**src/rtl/ifetch_pkg.sv**
```systemverilog
// Shared types for the instruction fetch unit.
// Macros: PC_RESET_VAL (reset fetch address, defaults to 0).
`ifndef PC_RESET_VAL
`define PC_RESET_VAL 32'h0000_0000
`endif

package ifetch_pkg;

  localparam int unsigned INSTR_BYTES = 4;

  typedef struct packed {
    logic [31:0] addr;
    logic [31:0] instr;
  } fetch_entry_t;

  typedef enum logic {
    RUN   = 1'b0,
    DRAIN = 1'b1
  } ifetch_state_e;

endpackage

```
**src/rtl/ifetch_fifo.sv**
```systemverilog
// Small synchronous FIFO with flush; head is visible combinationally from storage.
module ifetch_fifo #(
  parameter int unsigned Depth    = 2,
  parameter type         entry_t  = logic [31:0],
  parameter entry_t      ResetVal = '0
) (
  input  logic                       clk_i,
  input  logic                       rst_n_i,
  input  logic                       flush_i,
  input  logic                       push_i,
  input  entry_t                     data_i,
  input  logic                       pop_i,
  output entry_t                     data_o,
  output logic [$clog2(Depth+1)-1:0] count_o
);

  localparam int unsigned PtrW = $clog2(Depth);
  localparam int unsigned CntW = $clog2(Depth + 1);

  entry_t          mem_q [Depth];
  entry_t          mem_d [Depth];
  logic [PtrW-1:0] wr_ptr_q, wr_ptr_d, rd_ptr_q, rd_ptr_d;
  logic [CntW-1:0] count_q, count_d;
  logic            empty, full, push_en, pop_en;

  // Next-state: flush wins over push/pop; a pop frees the slot for a push when full.
  always_comb begin
    empty    = (count_q == '0);
    full     = (count_q == CntW'(Depth));
    pop_en   = pop_i && !empty;
    push_en  = push_i && (!full || pop_en);
    mem_d    = mem_q;
    wr_ptr_d = wr_ptr_q;
    rd_ptr_d = rd_ptr_q;
    count_d  = count_q;
    if (flush_i) begin
      wr_ptr_d = '0;
      rd_ptr_d = '0;
      count_d  = '0;
    end else begin
      if (push_en) begin
        mem_d[wr_ptr_q] = data_i;
        wr_ptr_d        = wr_ptr_q + PtrW'(1);
      end
      if (pop_en) begin
        rd_ptr_d = rd_ptr_q + PtrW'(1);
      end
      if (push_en && !pop_en) begin
        count_d = count_q + CntW'(1);
      end else if (pop_en && !push_en) begin
        count_d = count_q - CntW'(1);
      end
    end
  end

  // Storage and pointer registers.
  always_ff @(posedge clk_i or negedge rst_n_i) begin
    if (!rst_n_i) begin
      for (int unsigned i = 0; i < Depth; i++) begin
        mem_q[i] <= ResetVal;
      end
      wr_ptr_q <= '0;
      rd_ptr_q <= '0;
      count_q  <= '0;
    end else begin
      mem_q    <= mem_d;
      wr_ptr_q <= wr_ptr_d;
      rd_ptr_q <= rd_ptr_d;
      count_q  <= count_d;
    end
  end

  assign data_o  = mem_q[rd_ptr_q];
  assign count_o = count_q;

endmodule

```
**src/rtl/ifetch.sv**
```systemverilog
// Instruction fetch unit: credit-limited requests to imem, in-order response buffering,
// redirect flush with discard of in-flight responses.
// Macros: IFETCH_ALIGN_CHECK_EN adds fetch_misalign_o and blocks misaligned fetches.
`ifndef PC_RESET_VAL
`define PC_RESET_VAL 32'h0000_0000
`endif

module ifetch
  import ifetch_pkg::*;
#(
  parameter int unsigned FIFO_DEPTH = 2
) (
  input  logic        clk_i,
  input  logic        rst_n_i,
  input  logic [31:0] pc_i,
  input  logic        load_arith_i,
  output logic        incr_pc_o,
  output logic        imem_req_o,
  output logic [31:0] imem_addr_o,
  input  logic        imem_gnt_i,
  input  logic        imem_rvalid_i,
  input  logic [31:0] imem_rdata_i,
  output logic        instr_valid_o,
  output logic [31:0] instr_o,
  output logic [31:0] instr_pc_o,
  input  logic        dec_ready_i
`ifdef IFETCH_ALIGN_CHECK_EN
  ,
  output logic        fetch_misalign_o
`endif
);

  localparam int unsigned CntW = $clog2(FIFO_DEPTH + 1);
  localparam int unsigned SumW = CntW + 1;
  localparam fetch_entry_t IbufReset = '{addr: `PC_RESET_VAL, instr: 32'h0};

  logic [CntW-1:0] outstanding_q, outstanding_d, drop_q, drop_d;
  logic [CntW-1:0] ibuf_count, aq_count;
  ifetch_state_e   state_q, state_d;
  logic            credit_ok, misalign, accept, rsp_live, ibuf_push, ibuf_pop;
  fetch_entry_t    ibuf_head, ibuf_wdata;
  logic [31:0]     aq_head;

  // Request issue, response routing and counter next-state.
  always_comb begin
`ifdef IFETCH_ALIGN_CHECK_EN
    misalign = (pc_i[$clog2(INSTR_BYTES)-1:0] != '0) && !load_arith_i;
`else
    misalign = 1'b0;
`endif
    // Outstanding plus buffered never exceeds depth, so every grant has a slot.
    credit_ok   = ({1'b0, outstanding_q} + {1'b0, ibuf_count}) < SumW'(FIFO_DEPTH);
    imem_req_o  = rst_n_i && !load_arith_i && !misalign && credit_ok;
    imem_addr_o = pc_i;
    accept      = imem_req_o && imem_gnt_i;
    incr_pc_o   = accept;

    rsp_live   = imem_rvalid_i && (state_q == RUN);
    ibuf_push  = rsp_live;
    ibuf_wdata = '{addr: aq_head, instr: imem_rdata_i};
    ibuf_pop   = instr_valid_o && dec_ready_i;

    outstanding_d = outstanding_q;
    unique case ({accept, imem_rvalid_i})
      2'b10:   outstanding_d = outstanding_q + CntW'(1);
      2'b01:   outstanding_d = outstanding_q - CntW'(1);
      default: outstanding_d = outstanding_q;
    endcase

    drop_d = drop_q;
    if (load_arith_i) begin
      // outstanding_q already includes responses owed to an earlier redirect, so this is
      // the old drop count plus the live in-flight requests, minus any returning now.
      drop_d = outstanding_q - CntW'(imem_rvalid_i);
    end else if (imem_rvalid_i && (state_q == DRAIN)) begin
      drop_d = drop_q - CntW'(1);
    end
    state_d = (drop_d != '0) ? DRAIN : RUN;

    instr_valid_o = (ibuf_count != '0);
    instr_o       = ibuf_head.instr;
    instr_pc_o    = ibuf_head.addr;
`ifdef IFETCH_ALIGN_CHECK_EN
    // Older instructions drain before the fault is reported.
    fetch_misalign_o = misalign && (outstanding_q == '0) && (ibuf_count == '0);
`endif
  end

  // Counter and drain-state registers.
  always_ff @(posedge clk_i or negedge rst_n_i) begin
    if (!rst_n_i) begin
      outstanding_q <= '0;
      drop_q        <= '0;
      state_q       <= RUN;
    end else begin
      outstanding_q <= outstanding_d;
      drop_q        <= drop_d;
      state_q       <= state_d;
    end
  end

  // Addresses of every in-flight request, dropped or not, in issue order.
  ifetch_fifo #(
    .Depth    (FIFO_DEPTH),
    .entry_t  (logic [31:0]),
    .ResetVal (32'h0)
  ) u_addr_q (
    .clk_i   (clk_i),
    .rst_n_i (rst_n_i),
    .flush_i (1'b0),
    .push_i  (accept),
    .data_i  (pc_i),
    .pop_i   (imem_rvalid_i),
    .data_o  (aq_head),
    .count_o (aq_count)
  );

  // Instruction buffer towards decode.
  ifetch_fifo #(
    .Depth    (FIFO_DEPTH),
    .entry_t  (fetch_entry_t),
    .ResetVal (IbufReset)
  ) u_ibuf (
    .clk_i   (clk_i),
    .rst_n_i (rst_n_i),
    .flush_i (load_arith_i),
    .push_i  (ibuf_push),
    .data_i  (ibuf_wdata),
    .pop_i   (ibuf_pop),
    .data_o  (ibuf_head),
    .count_o (ibuf_count)
  );

  rvalid_needs_request: assert property (
    @(posedge clk_i) disable iff (!rst_n_i) imem_rvalid_i |-> (outstanding_q != '0));

  addr_q_tracks_outstanding: assert property (
    @(posedge clk_i) disable iff (!rst_n_i) (aq_count == outstanding_q) && (drop_q <= outstanding_q));

endmodule

```
**config.mk**
```make
export PLATFORM = sky130hd
export DESIGN_NAME = ifetch
export DESIGN_NICKNAME = d
export VERILOG_FILES = /design/src/rtl/ifetch_pkg.sv /design/src/rtl/ifetch_fifo.sv /design/src/rtl/ifetch.sv
export SDC_FILE = /design/constraint.sdc
export NUM_CORES = 1
export LEC_CHECK = 0
export ABC_AREA = 0
export CAP_MARGIN = 20
export CORE_ASPECT_RATIO = 1.2
export CORE_MARGIN = 5
export CORE_UTILIZATION = 59
export CTS_BUF_LIST = sky130_fd_sc_hd__clkbuf_8
export DETAILED_ROUTE_END_ITERATION = 8
export GPL_ROUTABILITY_DRIVEN = 0
export PLACE_DENSITY = 0.94
export SLEW_MARGIN = 20
export SYNTH_ARGS = -nofsm -noshare
export SYNTH_HDL_FRONTEND = slang
export SYNTH_SLANG_ARGS = --single-unit
```
**constraint.sdc**
```tcl
create_clock -name clk_i -period 5.13 [get_ports clk_i]
set_input_delay 1.026 -clock clk_i [delete_from_list [all_inputs] [get_ports clk_i]]
set_output_delay 1.026 -clock clk_i [all_outputs]
set_load 0.1 [all_outputs]
```
==> metrics.yaml, run 1 <==
detailed_routing:
  vias: 5511
  first_pass_iters: 4
  wire_per_inst_um: 21.05
  wl_um: 20820
  antenna_left: 0
  via_per_inst: 5.572
  drc_errors: 0
  drtIter0Drc: 213
placement:
  io_buffer_count: 168
  hpwl_um: 13970
  placed_cells: 936
worst_setup_path:
  cp_cell_sequence: "buf_12 -> mux2_2 -> clkdlybuf4s50_1"
  crit_fanout: 44
  crit_cells: 3
  cp_slowest_cell: "clkdlybuf4s50_1"
  cp_top_family: "buffers and inverters"
  crit_type: "reg2out"
  crit_path_end_kind: "output pin"
  ff2ff_path_depth: 6
  crit_required_ns: 4.10
  slowest_delay_ns: 0.98
  startpoint_type: "flop"
  worstPathArrival_ns: 3.02
  worst-path-buf-inv: 2
synth:
  synth.distinct_cells: 36
  synth_area_sq_um: 9460
  synthCells: 614
  synthSimpleGateAreaFrac_pct: 2.288
  synthAdderAreaFrac_pct: 0.6084
  synth-xor-area-share_pct: 1.111
  yosysSeqAreaShare_pct: 54.23
  synth_edf_count: 0
  synth_compound_area_share_pct: 0.4629
  synthFlopType: "dfrtp_1"
  synthMuxAreaShare_pct: 36.77
  synthArstFlopShare_pct: 100.0
  syn_nets: 688
  ys_seq_elements: 205
  yosysWarnings: 0
  synth_top_family_by_area: "multiplexers"
  syn_avg_cell_area_sq_um: 15.41
cts:
  clk_latency_ns: 0.50
  cts_hold_buffers: 0
  cts_root_buf: "clkbuf_8"
  htreeDepth: 2
  post_cts_buffers: 0
  ctsResizeCount: 0
  cts_buffers: 34
  tritoncts: "done"
  path_clk_slew_ns: 0.06
  cts.path.max_buffers: 3
  cts.sinks: 205
sta:
  fin_crit_sh_pct: 78.86
  setup_viol: 0
  rsz0062_at_grt: "no"
  timing.fmax_ghz: 0.2472
  max_slew_margin_pct: 31.93
  worst_pin_slew_ns: 1.018
  hold_viol: 0
  maxSlewViolCount: 0
  finClkSkew_ns: 0.01230
  tns_ns: 0
  hold_ws_ns: 0.4897
  fin_crit_ns: 4.045
power_and_ir_drop:
  irDropWorstVdd_uv: 615.8
  clkPwrFrac_pct: 15.6
  p_sw_share_pct: 44.65
  p_leak_nw: 5.424
  p_total_mw: 8.421
  power.internal_mw: 4.661
  p_per_area_nw_per_um2: 721.4
  power_frac_seq_pct: 33.2
  combPwrFrac_pct: 51.2
  power.switching_mw: 3.760
cells_and_area:
  fin_nets: 838
  antenna_cells: 0
  areaGrowthSynthToFinish_pct: 23.38
  drive_gt1_share_pct: 44.17
  final_common_cell: "mux2_2"
  fillers: 974
  final_cell_mix: "mux2_2 (223), dfrtp_1 (204), clkdlybuf4s50_1 (163), mux2_4 (60), clkbuf_8 (42)"
  final_cells: 989
die:
  core_area_sq_um: 15700
  fp-row-count: 50
  initial_core_util_pct: 60.25
  io_pins: 169
  die_w_um: 125.6
  die_area_sq_um: 18680
  fp.dieH_um: 148.7
global_route:
  grt_usage_pct: 22.84
  grt_pass1_wl_um: 34290
  grt_max_degree: 82
  globalRouteOverflowTotal: 0
  antenna_found_initial: 0
  first_global_vias: 6613
min_path:
  hold_class: "in2async"
job:
  cap_violations: 0
status:
  status: "completed"
## routing by layer
metal	routed length, um	share of wire [%]	GRT usage, %	vias to the layer above
li1	-	-	-	2454
met1	7955	38	25.44	2834
met2	11140	53	42.00	161
met3	986	4.7	4.993	62
met4	736	3.5	9.707	0
met5	0	0	0	-
## per-stage QoR
stage | setup slack (ns) | instance area [sq um] | utilization, %
2_1_floorplan | 1.033 | 9460 | -
3_3_place_gp | 1.389 | 11060 | 70.43
3_5_place_dp | 1.320 | 11060 | 70.43
4_1_cts | 1.068 | 11670 | 74.31
5_1_grt | 1.017 | 11670 | 74.33
6_report | 1.085 | 11670 | 74.33
## cells in the mapped netlist, drive strengths merged (2+ instances only)
cell / count / area, sq um
a21oi: 3 / 15.01
nand2b: 2 / 12.51
nand2: 5 / 18.77
xnor2: 4 / 35.03
buf: 52 / 380.4
xor2: 8 / 70.07
nor4: 2 / 27.53
and3: 2 / 12.51
clkbuf: 11 / 41.29
mux2: 288 / 3468
inv: 2 / 7.510
nor2: 6 / 22.52
ha: 3 / 37.54
nor2b: 2 / 12.51
o21ai: 4 / 20.02
dfrtp: 205 / 5130
## kinds of logic after synthesis
kind of cell / count (synthesis)
and+or+nand+nor: 31
DFF: 205
xor gates and xnor gates: 12
buffers and inverters: 65
adders and majority gates: 4
muxes: 289
AOI/OAI and AO/OA: 8
## final timing paths
check / start / to / slack (ns)
setup / recovery: u_ibuf.rd_ptr_q$_DFFE_PN0P_ / instr_pc_o[8] / 1.08
hold / removal: rst_n_i / u_addr_q.mem_q[52]$_DFFE_PN0P_ / 0.49
setup reg to reg: u_ibuf.count_o[0]$_DFFE_PN0P_ / u_addr_q.mem_q[23]$_DFFE_PN0P_ / 2.01
hold reg to reg: u_ibuf.mem_q[97]$_DFFE_PN0P_ / u_ibuf.mem_q[97]$_DFFE_PN0P_ / 0.49
max in group asynchronous: rst_n_i / u_ibuf.rd_ptr_q$_DFFE_PN0P_ / 2.63
min in group clk_i: u_ibuf.mem_q[97]$_DFFE_PN0P_ / u_ibuf.mem_q[97]$_DFFE_PN0P_ / 0.49
## flip-flops by register name, summed over array words and instances (netlist names)
register           count
u_ibuf.rd_ptr_q        1
u_ibuf.mem_q         128
u_addr_q.rd_ptr_q      1
outstanding_q          2
u_ibuf.wr_ptr_q        1
state_q                1
drop_q                 2
u_addr_q.wr_ptr_q      1
u_addr_q.mem_q        64
u_ibuf.count_o         2
u_addr_q.count_o       2
## cell type report
| cell class | count | area, sq um | share of cell area [%] |
|---|---|---|---|
| repair buffers | 177 | 1759 | 15.07 |
| clock inverters | 12 | 45.04 | 0.3859 |
| flip-flops and latches | 205 | 5131 | 43.96 |
| inverters | 2 | 7.507 | 0.06432 |
| multi-input cells | 344 | 3905 | 33.45 |
| well taps | 208 | 260.3 | 2.230 |
| clock buffers | 41 | 564.3 | 4.834 |
## power groups by stage
stage | combinational (mW) | clock [mW] | sequential (mW)
after floorplan | 3.54 | 0 | 2.63
after global placement | 4.22 | 0 | 2.73
after detailed placement | 4.33 | 0 | 2.81
after CTS | 4.35 | 1.35 | 2.80
after global routing | 4.49 | 1.43 | 2.89
final | 4.31 | 1.31 | 2.80
## worst reg2reg max path, cell delays in order, from the launching register on
cell     delay, ns
dfrtp_1       0.45
and2_1        0.20
fa_1          0.49
nor4b_4       0.40
nand4_1       0.62
buf_4         0.51
mux2_2        0.33
No activity file was read; power rests on OpenSTA's default activity.
==> inputs of run 2 (changes only) <==
Settings changed: CORE_UTILIZATION 59 to 49, PLACE_DENSITY 0.94 to 0.84.
Clock period 5.13 ns to 3.4 ns, I/O delays scaled along.
==> metrics.yaml, run 2 (synthesis gave the netlist of run 1 again) <==
status:
  status: "completed"
cts:
  path_clk_slew_ns: 0.06
  cts_root_buf: "clkbuf_8"
  clk_latency_ns: 0.51
  cts_hold_buffers: 0
  htreeDepth: 2
  cts.sinks: 205
  tritoncts: "done"
  cts.path.max_buffers: 3
  cts_buffers: 35
  ctsResizeCount: 0
sta:
  fin_crit_sh_pct: 92.63
  max_slew_margin_pct: 45.78
  hold_viol: 0
  fin_crit_ns: 3.149
  finClkSkew_ns: 0.01766
  timing.fmax_ghz: 0.3175
  worst_slack_ns: 0.2507
  setup_viol: 0
  maxSlewViolCount: 0
  worst_pin_slew_ns: 0.8133
  rsz0062_at_grt: "no"
cells_and_area:
  antenna_cells: 0
  final_cell_mix: "mux2_2 (223), dfrtp_1 (204), buf_4 (111), clkdlybuf4s50_1 (68), mux2_4 (60)"
  areaGrowthSynthToFinish_pct: 23.74
  fillers: 1423
  top_regs: "u_ibuf.mem_q (128), u_addr_q.mem_q (64)"
  largest_register_ffs: 128
  regMostFlops: "u_ibuf.mem_q"
  seq_area_sq_um: 5131
  post-route-util_pct: 61.86
  multi_input_area_sq_um: 3908
  fin_nets: 847
  drive_gt1_share_pct: 58.11
  final_common_cell: "mux2_2"
  final_cell_area_sq_um: 11710
die:
  initial_core_util_pct: 49.99
  io_pins: 169
  fp.dieH_um: 162.2
  die_area_sq_um: 22200
  die_w_um: 136.8
  core_area_sq_um: 18920
  fp-row-count: 55
worst_setup_path:
  cp_cell_sequence: "and2_1 -> fa_1 -> nor4b_4 -> buf_4 -> nand2_2 -> clkinvlp_4 -> buf_12"
  r2r_start: "u_ibuf.count_o[0]$_DFFE_PN0P_"
  critPathLaunch: "u_ibuf.count_o[0]$_DFFE_PN0P_"
  crit_fanout: 8
  cp_top_family: "simple AND/OR/NAND/NOR gates"
  slowest_delay_ns: 0.49
  worstPathArrival_ns: 2.47
  crit_path_end_kind: "output pin"
  crit_type: "reg2out"
  startpoint_type: "flop"
  crit_required_ns: 2.72
  cp_slowest_cell: "fa_1"
  worst-path-buf-inv: 3
detailed_routing:
  via_per_inst: 5.244
  drc_errors: 0
  drtIter0Drc: 155
  antenna_left: 0
  vias: 5511
  first_pass_iters: 4
  wire_per_inst_um: 19.86
  wl_um: 20870
global_route:
  grt_max_degree: 79
  grt_usage_pct: 19.23
  globalRouteOverflowTotal: 0
  antenna_found_initial: 1
  grt_pass1_wl_um: 33780
  first_global_vias: 6403
job:
  cap_violations: 0
placement:
  hpwl_um: 14190
  dpl_worst_slack_ns: 0.4342
  dpl-instance-area_sq_um: 10970
  io_buffer_count: 168
min_path:
  hold_class: "in2async"
run 2: cell types whose count changed in the layout (fill, tap and decap cells not counted), sizes merged:
cell / before / now
buf: 13 / 116
bufinv: 0 / 2
clkbuf: 42 / 44
clkdlybuf4s50: 163 / 68
clkinv: 0 / 7
clkinvlp: 0 / 2
inv: 14 / 7
run 2: metal layers:
metal / up-vias / routed length, um / GRT usage (%)
met1: 2855 / 8205 / 22.70
li1: 2469 / - / -
met3: 43 / 1016 / 3.717
met4: 2 / 566 / 8.167
met2: 142 / 11070 / 33.97
met5: - / 12 / 0
run 2: timing repair:
item                       CTS  global route
pin swaps                    1             1
setup buffers                0             2
setup endpoints to repair    1             1
run 2: final timing paths:
| check | slack (ns) | to | cells past startpoint |
|---|---|---|---|
| max | 0.25 | incr_pc_o | 7 |
| min | 0.07 | u_ibuf.mem_q[22]$_DFFE_PN0P_ | 1 |
| max reg2reg | 0.91 | u_addr_q.count_o[1]$_DFFE_PN0P_ | 9 |
| min reg2reg | 0.49 | u_ibuf.mem_q[99]$_DFFE_PN0P_ | 1 |
| max in group asynchronous | 1.77 | u_ibuf.mem_q[32]$_DFFE_PN0P_ | 3 |
| min in group clk_i | 0.49 | u_ibuf.mem_q[99]$_DFFE_PN0P_ | 1 |
run 2: layout make-up:
type                       count  share of cell area [%]
sequential                   205                   43.83
multi-input combinational    344                   33.38
timing repair buffer         185                   13.83
inverter                       2                 0.09620
clock inverter                16                   1.069
tap                          256                   2.736
clock buffer                  43                   5.056
run 2: per-stage QoR:
stage	hold WS (ns)	TNS, ns	cells
3_5_place_dp	0.4808	0	990
2_1_floorplan	0.3844	-0.1393	614
4_1_cts	0.05364	0	1049
3_3_place_gp	0.4643	0	990
5_1_grt	0.06686	0	1051
6_report	0.06615	0	1051
Power of run 2 is left out: the tool's default activity adds up to more than one toggle a clock period on the data nets, which glitch-free logic cannot reach.
==> inputs of run 3 (changes only) <==
Settings changed: CORE_UTILIZATION 49 to 48, CTS_BUF_LIST sky130_fd_sc_hd__clkbuf_8 to sky130_fd_sc_hd__clkbuf_16, PLACE_DENSITY 0.84 to 0.83.
==> metrics.yaml, run 3 (synthesis gave the netlist of run 1 again) <==
detailed_routing:
  drc_errors: 0
  wire_per_inst_um: 19.66
  vias: 5413
  drtIter0Drc: 193
  via_per_inst: 5.245
  antenna_left: 0
  wl_um: 20290
  first_pass_iters: 4
cells_and_area:
  regMostFlops: "u_ibuf.mem_q"
  final_cell_mix: "mux2_2 (223), dfrtp_1 (204), buf_4 (110), clkdlybuf4s50_1 (68), mux2_4 (60)"
  final_cell_area_sq_um: 11620
  final_common_cell: "mux2_2"
  largest_register_ffs: 128
  final_cells: 1032
  antenna_cells: 0
  areaGrowthSynthToFinish_pct: 22.81
  drive_gt1_share_pct: 56.68
  post-route-util_pct: 59.65
  fin_nets: 832
  top_regs: "u_ibuf.mem_q (128), u_addr_q.mem_q (64)"
sta:
  tns_ns: 0
  finClkSkew_ns: 0.008883
  fin_crit_ns: 3.238
  worst_pin_slew_ns: 0.8112
  setup_viol: 0
  maxSlewViolCount: 0
  timing.fmax_ghz: 0.3089
  rsz0062_at_grt: "no"
  max_slew_margin_pct: 45.92
  hold_viol: 0
  fin_crit_sh_pct: 95.22
worst_setup_path:
  crit_required_ns: 2.72
  crit_path_end_kind: "output pin"
  startpoint_type: "flop"
  crit_type: "reg2out"
  crit_fanout: 8
  cp_cell_sequence: "and2_1 -> fa_1 -> nor4b_4 -> nand2_2 -> clkinvlp_4 -> buf_12"
  cp_slowest_cell: "fa_1"
  slowest_delay_ns: 0.50
  worstPathArrival_ns: 2.56
job:
  cap_violations: 0
die:
  core_area_sq_um: 19480
  initial_core_util_pct: 48.57
  fp-row-count: 56
  die_w_um: 138.2
  die_area_sq_um: 22630
  fp.dieH_um: 163.8
  io_pins: 169
min_path:
  hold_class: "in2async"
placement:
  dpl-instance-area_sq_um: 10960
  placed_cells: 995
  io_buffer_count: 168
  hpwl_um: 13800
cts:
  post_cts_buffers: 0
  tritoncts: "done"
  ctsResizeCount: 0
  cts_buffers: 22
  cts.path.max_buffers: 3
  clk_latency_ns: 0.49
  path_clk_slew_ns: 0.06
  cts_root_buf: "clkbuf_16"
  htreeDepth: 1
  cts.sinks: 205
  cts_hold_buffers: 0
status:
  status: "completed"
global_route:
  first_global_vias: 6291
  grt_max_degree: 80
  antenna_found_initial: 0
  grt_pass1_wl_um: 33170
  globalRouteOverflowTotal: 0
  grt_usage_pct: 17.86
==> run 3: changes by cell type in the layout (fill, tap and decap cells not counted), sizes merged <==
| cell | previous run | this run |
|---|---|---|
| bufinv | 2 | 0 |
| inv | 7 | 6 |
| clkinvlp | 2 | 5 |
| clkbuf | 44 | 24 |
| clkinv | 7 | 5 |
| buf | 116 | 114 |
==> run 3: cell type report <==
class / count / area (sq um)
fill: 1531 / 7860
timing repair buffer: 183 / 1592
clock inverter: 14 / 75.07
clock buffer: 23 / 575.6
multi-input combinational: 344 / 3908
tap: 261 / 326.6
inverter: 2 / 11.26
sequential: 205 / 5131
==> run 3: path summary, 6_finish.rpt <==
kind,slack (ns),end,from,depth (start not counted)
min in group clk_i,0.48,u_ibuf.mem_q[99]$_DFFE_PN0P_,u_ibuf.mem_q[99]$_DFFE_PN0P_,1
max in group asynchronous,1.71,u_ibuf.rd_ptr_q$_DFFE_PN0P_,rst_n_i,3
min,0.09,u_addr_q.mem_q[20]$_DFFE_PN0P_,rst_n_i,1
max,0.16,incr_pc_o,u_ibuf.count_o[0]$_DFFE_PN0P_,6
max reg2reg,0.80,u_addr_q.count_o[1]$_DFFE_PN0P_,u_ibuf.count_o[0]$_DFFE_PN0P_,7
min reg2reg,0.48,u_ibuf.mem_q[99]$_DFFE_PN0P_,u_ibuf.mem_q[99]$_DFFE_PN0P_,1
==> run 3: layer usage <==
metal	vias up	wire, um	GRT usage [%]
li1	2454	-	-
met1	2813	8055	20.79
met2	123	11080	33.93
met3	23	721	2.650
met4	0	431	5.571
met5	-	0	0
==> run 3: per-stage QoR <==
stage               setup slack, ns  hold WS [ns]
finish                       0.1624       0.08981
global route                0.01248       0.08737
CTS                          0.1167       0.06849
detailed placement           0.4047        0.4755
global placement             0.4909        0.4648
floorplan                   -0.1393        0.3844
==> run 3: worst max-delay path, delay by kind of cell, from the launching register on <==
kind                     cells  cell delay, ns
AND/OR/NAND/NOR              3            0.84
flip-flops                   1            0.45
buffers and inverters        2            0.28
adder cells (fa/ha/maj)      1            0.50
Power of run 3 is left out for the same reason.
